## src/rtl/dvfs_transition_sequencer.sv

```systemverilog
// rtl/dvfs_transition_sequencer.sv - orders voltage/frequency moves for one power domain
// Voltage rises before frequency and falls after it; frequency moves one PLL-locked step at a time.
module dvfs_transition_sequencer #(
    parameter int V_SETTLE_CYC = 16,
    parameter int LOCK_TIMEOUT = 64,
    parameter int TW           = 8
) (
    input  logic       clk,
    input  logic       rst,
    input  logic       req_valid,
    input  logic [1:0] req_v,
    input  logic [2:0] req_f,
    output logic       req_ready,
    input  logic       pll_lock,
    output logic [1:0] v_out,
    output logic [2:0] f_out,
    output logic       busy,
    output logic       done,
    output logic       err
);

    typedef enum logic [2:0] {
        S_IDLE,
        S_V_UP,
        S_F_STEP,
        S_F_WAIT,
        S_V_DOWN,
        S_DONE
    } state_t;

    localparam logic [TW-1:0] SETTLE_LOAD = TW'(V_SETTLE_CYC - 1);
    localparam logic [TW-1:0] LOCK_LOAD   = TW'(LOCK_TIMEOUT - 1);
    localparam logic [TW-1:0] T_ONE       = TW'(1);

    state_t          state_q, state_d;
    logic [1:0]      v_q, v_d;
    logic [2:0]      f_q, f_d;
    logic [1:0]      tgt_v_q, tgt_v_d;
    logic [2:0]      tgt_f_q, tgt_f_d;
    logic [2:0]      prev_f_q, prev_f_d;
    logic [TW-1:0]   timer_q, timer_d;
    logic            err_flag_q, err_flag_d;
    logic            resolve;

    always_ff @(posedge clk) begin
        if (rst) begin
            state_q    <= S_IDLE;
            v_q        <= 2'b01;
            f_q        <= 3'b010;
            tgt_v_q    <= 2'b01;
            tgt_f_q    <= 3'b010;
            prev_f_q   <= 3'b010;
            timer_q    <= '0;
            err_flag_q <= 1'b0;
        end else begin
            state_q    <= state_d;
            v_q        <= v_d;
            f_q        <= f_d;
            tgt_v_q    <= tgt_v_d;
            tgt_f_q    <= tgt_f_d;
            prev_f_q   <= prev_f_d;
            timer_q    <= timer_d;
            err_flag_q <= err_flag_d;
        end
    end

    always_comb begin
        state_d    = state_q;
        v_d        = v_q;
        f_d        = f_q;
        tgt_v_d    = tgt_v_q;
        tgt_f_d    = tgt_f_q;
        prev_f_d   = prev_f_q;
        timer_d    = timer_q;
        err_flag_d = err_flag_q;
        resolve    = 1'b0;

        case (state_q)
            S_IDLE: begin
                if (req_valid) begin
                    tgt_v_d = req_v;
                    tgt_f_d = req_f;
                    if (req_v > v_q) begin
                        state_d = S_V_UP;
                        v_d     = req_v;
                        timer_d = SETTLE_LOAD;
                    end else if (req_f != f_q) begin
                        state_d = S_F_STEP;
                    end else if (req_v < v_q) begin
                        state_d = S_V_DOWN;
                        v_d     = req_v;
                        timer_d = SETTLE_LOAD;
                    end else begin
                        state_d = S_DONE;
                    end
                end
            end
            S_V_UP: begin
                if (timer_q == '0) begin
                    resolve = 1'b1;
                end else begin
                    timer_d = timer_q - T_ONE;
                end
            end
            S_F_STEP: begin
                prev_f_d = f_q;
                f_d      = (tgt_f_q > f_q) ? f_q + 3'd1 : f_q - 3'd1;
                timer_d  = LOCK_LOAD;
                state_d  = S_F_WAIT;
            end
            S_F_WAIT: begin
                // The timer still holds its load value only in the first wait cycle, which is blanked.
                if (pll_lock && (timer_q != LOCK_LOAD)) begin
                    resolve = 1'b1;
                end else if (timer_q == '0) begin
                    f_d        = prev_f_q;
                    err_flag_d = 1'b1;
                    state_d    = S_DONE;
                end else begin
                    timer_d = timer_q - T_ONE;
                end
            end
            S_V_DOWN: begin
                if (timer_q == '0) begin
                    state_d = S_DONE;
                end else begin
                    timer_d = timer_q - T_ONE;
                end
            end
            S_DONE: begin
                err_flag_d = 1'b0;
                state_d    = S_IDLE;
            end
            default: begin
                state_d = S_IDLE;
            end
        endcase

        // Common exit once voltage has settled upward or a frequency step has locked.
        if (resolve) begin
            if (tgt_f_q != f_q) begin
                state_d = S_F_STEP;
            end else if (tgt_v_q < v_q) begin
                state_d = S_V_DOWN;
                v_d     = tgt_v_q;
                timer_d = SETTLE_LOAD;
            end else begin
                state_d = S_DONE;
            end
        end
    end

    assign req_ready = (state_q == S_IDLE);
    assign busy      = (state_q != S_IDLE);
    assign done      = (state_q == S_DONE);
    assign err       = (state_q == S_DONE) && err_flag_q;
    assign v_out     = v_q;
    assign f_out     = f_q;

endmodule

```

## config.mk

```make
export PLATFORM = sky130hd
export DESIGN_NAME = dvfs_transition_sequencer
export DESIGN_NICKNAME = d
export VERILOG_FILES = /design/src/rtl/dvfs_transition_sequencer.sv
export SDC_FILE = /design/constraint.sdc
export NUM_CORES = 1
export LEC_CHECK = 0
export CORE_ASPECT_RATIO = 1.1
export CORE_MARGIN = 1.5
export CORE_UTILIZATION = 30
export DETAILED_ROUTE_END_ITERATION = 8
export PLACE_DENSITY = 0.56
export SYNTH_ARGS = -nofsm -noshare
export SYNTH_HDL_FRONTEND = slang
export SYNTH_SLANG_ARGS = --single-unit
```

## constraint.sdc

```tcl
create_clock -name clk -period 5.6 [get_ports clk]
set_input_delay 0.84 -clock clk [delete_from_list [all_inputs] [get_ports clk]]
set_output_delay 0.84 -clock clk [all_outputs]
set_load 0.02 [all_outputs]
```

Yosys cells after proc, flatten, opt, wreduce, memory -nomap -nowiden
Index checks and enable logic that the tools add are counted.
{"block": "classes", "n_mux": 38, "n_lt_le_gt_ge": 4, "eq_ne": 13, "n_reduce_logical": 12, "n_addsub": 3}
{"operator": "$mux 8", "count": 9}
{"operator": "$pmux 8 s4", "count": 1}
{"operator": "$mux 3", "count": 10}
{"operator": "$mux 2", "count": 8}
{"operator": "$pmux 3 s5", "count": 1}
{"operator": "$reduce_and 3->1", "count": 3}
{"operator": "$logic_not 8->1", "count": 1}
{"operator": "$ne 8x6->1 const B", "count": 1}
{"operator": "$sub 8x1->8 const B", "count": 1}
{"operator": "$eq 3x2->1 const B", "count": 2}
{"operator": "$eq 3x3->1 const B", "count": 2}
{"operator": "$mux 1", "count": 6}
{"operator": "$ne 2x2->1 const B", "count": 3}
{"operator": "$ne 3x3->1", "count": 2}
{"operator": "$pmux 3 s2", "count": 1}
{"operator": "$lt 2x2->1", "count": 2}
{"operator": "$pmux 1 s2", "count": 2}
{"operator": "$reduce_bool 2->1", "count": 2}
{"operator": "$add 3x1->3 const B", "count": 1}
{"operator": "$eq 3x1->1 const B", "count": 1}
{"operator": "$gt 3x3->1", "count": 1}
{"operator": "$logic_not 3->1", "count": 1}
{"operator": "$ne 3x2->1 const B", "count": 1}
{"operator": "$ne 3x3->1 const B", "count": 1}
{"operator": "other kinds (6)", "count": 7}
{"block": "word_totals", "output_inout_bits": 9, "wordCells": 78, "register_bits": 25}

Depth between registers and ports, before layout
{"block": "depth", "depth_word": 9, "mapped_depth": 9}

Worst setup path before layout
Ideal clock, no wire load.
{"block": "synth_path", "path_type": "register to register", "start": "register f_q[1] (netlist: f_out[1])", "end": "register f_q[1] (netlist: f_out[1])", "synth_period_minus_slack_ns": 2.311, "setup_slack_ns": 3.289, "n_path_buf": 0, "path_stages_with_launch": 9, "required_time_ns": 5.527, "arrival_ns": 2.238, "path_cell_list": "dfxtp_1 -> inv_1 -> ha_1 -> nand3_1 -> o311ai_1 -> fa_1 -> nor2_1 -> or4_4 -> o211ai_2"}
{"block": "synth_between", "elab_chain_cells": 3, "word_cells_on_any_way": 5}
{"element": "start, declared", "line_no": "37", "text": "logic [2:0] f_q, f_d;"}
{"element": "start signal, assigned", "line_no": "49", "text": "f_q <= 3'b010;"}
{"element": "start signal, assigned", "line_no": "58", "text": "f_q <= f_d;"}
{"element": "$sub 3x1->3 (tied with other cells)", "line_no": "107", "text": "f_d = (tgt_f_q > f_q) ? f_q + 3'd1 : f_q - 3'd1;"}
{"element": "$mux 3 *", "line_no": "107"}
{"element": "$pmux 3 s2 *", "line_no": "78", "text": "case (state_q)"}
Every way passes the cells marked *; elsewhere a longest branch is shown, timed or not.
A chain may end at the register's enable or synchronous reset.

Final worst setup path
{"block": "layout_path", "start": "register state_q[2]", "end": "output port done"}
{"block": "layout_between", "elab_chain_cells": 1}
{"element": "start, declared", "line_no": "35", "text": "state_t state_q, state_d;"}
{"element": "start signal, assigned", "line_no": "56", "text": "state_q <= state_d;"}
{"element": "$eq 3x3->1", "line_no": "155", "text": "assign done = (state_q == S_DONE);"}
{"element": "end, declared", "line_no": "18", "text": "output logic done,"}
Every way passes these cells.

==> out/results.ini <==
[run_status]
outcome = complete, no violations

[power]
leakagePower_uw = 0.000776
powerDensity_nw_per_um2 = 550
ir_worst_vdd_uv = 237

[worst_setup_path]
crit_fanout = 18
end_kind = primary output
crit_type = reg2out
ff2ff_path_depth = 5
required_ns = 4.76
critPathArrivalTime_ns = 2.03
start_kind = flip-flop

[clocking]
cts.sinks = 25
clk_pin_slew_ns = 0.10
hold_buffers = 0
cts_setup_buffers = 0
clk_path_buf_depth = 2
ctsResizeCount = 0
insertion_delay_ns = 0.28
cts_root_buf = clkbuf_8
cts_tree = yes
ctsHtreeMaxLevel = 1
cts_buffers = 3

[route]
drtIter0Drc = 104
via_per_inst = 5.45
wl_um = 4790
num_vias = 1744
final_antenna_net_count = 0
firstDrtPassIters = 4
drc = 0
wire_per_inst_um = 15.0

[layout]
fin_nets = 264
final_common_cell = dfxtp_1
multi_input_area_um2 = 1250
drive_above_1_share_pct = 5.35
area.growth.synth_to_final_pct = 15.3
n_antenna_cell = 0
finalNonFillerCells = 320
final_cell_mix = dfxtp_1, nand2_1, nor2_1, clkdlybuf4s50_1, a21oi_1
fillerInstances = 624
post-route-util_pct = 36.0
ff_latch_area_um2 = 500

[placement]
port_buffers = 17
dpl.hpwl_um = 3520
dpl.cell_count = 316
gp_congestion = 0.862

[sta]
hold_ws_ns = 0.478
rsz0062_at_grt = no
slew_headroom_pct = 50.8
min_period_ns = 2.87
worstMarginPinSlew_ns = 0.736
tns_ns = 0
setup_viol = 0
clock.fmax_mhz = 348
hold_viol = 0
skew_ns = 0.00755
fin_crit_sh_pct = 51.3
drv_slew = 0

[global_routing]
antenna_found_initial = 0
grt_pass1_wl_um = 7910
grt_use_total_pct = 14.7
first_global_vias = 1652
grt_overflow = 0
grt_max_degree = 21

[die]
die_area_um2 = 6570
die_x_um = 77.4
die_h_um = 84.8
io_pins = 18
rows = 29
core_um2 = 5840
start_util_pct = 31.3

[worst_hold_path]
min_delay_path_depth = 2
hp-class = reg2reg

[synth]
synth_edf_count = 0
syn_inst = 230
syn_nets = 250
syn_area_per_cell_um2 = 7.94
synth_cell_type_count = 57
yosys_most_used_dff = dfxtp_1
synth_async_sr_flop_share_pct = 0
synth.cell_area_um2 = 1830
yosysSeqAreaShare_pct = 27.4
yosys_warnings = 0
ys_ff_latch = 25

[run]
maxCapViolCount = 0

[cells by family (layout without fill, tap and decap cells)]
| kind of cell | after synthesis | count (layout) | synth area share, % |
|---|---|---|---|
| AND/OR/NAND/NOR | 85 | 85 | 25.5 |
| AO/OA/AOI/OAI | 81 | 81 | 30.9 |
| flip-flops | 25 | 25 | 27.4 |
| buffers and inverters | 20 | 33 | 4.31 |
| adder cells (fa/ha/maj) | 11 | 11 | 7.95 |
| XOR/XNOR | 7 | 7 | 3.36 |
| multiplexers | 1 | 1 | 0.548 |
[registers in the layout (all words and copies together), names as in the netlist]
signal      cells
timer_q         8
err_flag_q      1
tgt_v_q         2
v_out           2
f_out           3
tgt_f_q         3
state_q         3
prev_f_q        3
[layer usage]
layer | vias to the layer above | wire length (um) | track usage (%) | part of all wire (%)
li1 | 885 | - | - | -
met1 | 827 | 2340 | 20.3 | 49
met2 | 30 | 2270 | 24.7 | 47
met3 | 2 | 164 | 1.83 | 3.4
met4 | 0 | 24 | 3.14 | 0.50
met5 | - | 0 | 0 | 0
[report_power, final]
part / total, uW / internal [uW] / switching, uW
Clock: 115 / 49.9 / 65.3
Sequential: 325 / 233 / 91.9
Combinational: 718 / 319 / 398
[critical path, cell delays in order (launching register included)]
cell	delay (ns)
dfxtp_1	0.70
nor2b_1	0.27
and2_1	0.17
clkdlybuf4s50_1	0.60
[area by class of cell]
type / instances / area share, %
Timing Repair Buffer: 17 / 8.08
Inverter: 12 / 2.14
Clock buffer: 3 / 1.96
Multi-Input combinational cell: 185 / 59.2
Sequential cell: 25 / 23.8
Clock inverter: 1 / 0.238
Tap cell: 77 / 4.58
[cell usage after synthesis, types with 2 or more instances]
cell type / n / area [um2]
a2111oi_0: 2 / 17.5
a211oi_1: 3 / 22.5
a211oi_2: 2 / 25.0
a21boi_0: 4 / 30.0
a21o_1: 4 / 30.0
a21oi_1: 14 / 70.1
a31oi_1: 4 / 25.0
a41o_1: 2 / 20.0
and2_1: 4 / 25.0
and3_1: 3 / 18.8
clkbuf_1: 6 / 22.5
dfxtp_1: 25 / 500
ha_1: 10 / 125
inv_1: 12 / 45.0
nand2_1: 23 / 86.3
nand2b_1: 3 / 18.8
nand3_1: 9 / 45.0
nand3b_1: 3 / 22.5
nand4_1: 2 / 12.5
nand4b_1: 2 / 17.5
nor2_1: 17 / 63.8
nor2b_1: 6 / 37.5
nor3_1: 4 / 20.0
o2111ai_1: 2 / 17.5
o211ai_1: 3 / 22.5
o21a_1: 5 / 37.5
o21ai_0: 10 / 50.1
o21ai_1: 8 / 40.0
o22ai_1: 2 / 12.5
o32ai_1: 3 / 26.3
xnor2_1: 7 / 61.3
[through the flow]
| step | setup slack (ns) | instance area [um2] | total power (uW) |
|---|---|---|---|
| final | 2.73 | 2110 | 1160 |
| after CTS | 2.72 | 2110 | 1170 |
| after detailed placement | 2.60 | 2060 | 1050 |
| after floorplan | 3.29 | 1830 | 862 |
| after global placement | 2.70 | 2060 | 1050 |
| after global routing | 2.59 | 2110 | 1270 |
[final timing paths]
path | start | endpoint | slack, ns
max | state_q[2] | done | 2.73
min | tgt_f_q[2] | tgt_f_q[2] | 0.48
max reg2reg | state_q[0] | timer_q[7] | 3.21
min reg2reg | tgt_f_q[2] | tgt_f_q[2] | 0.48
(Power assumes the default switching activity.)
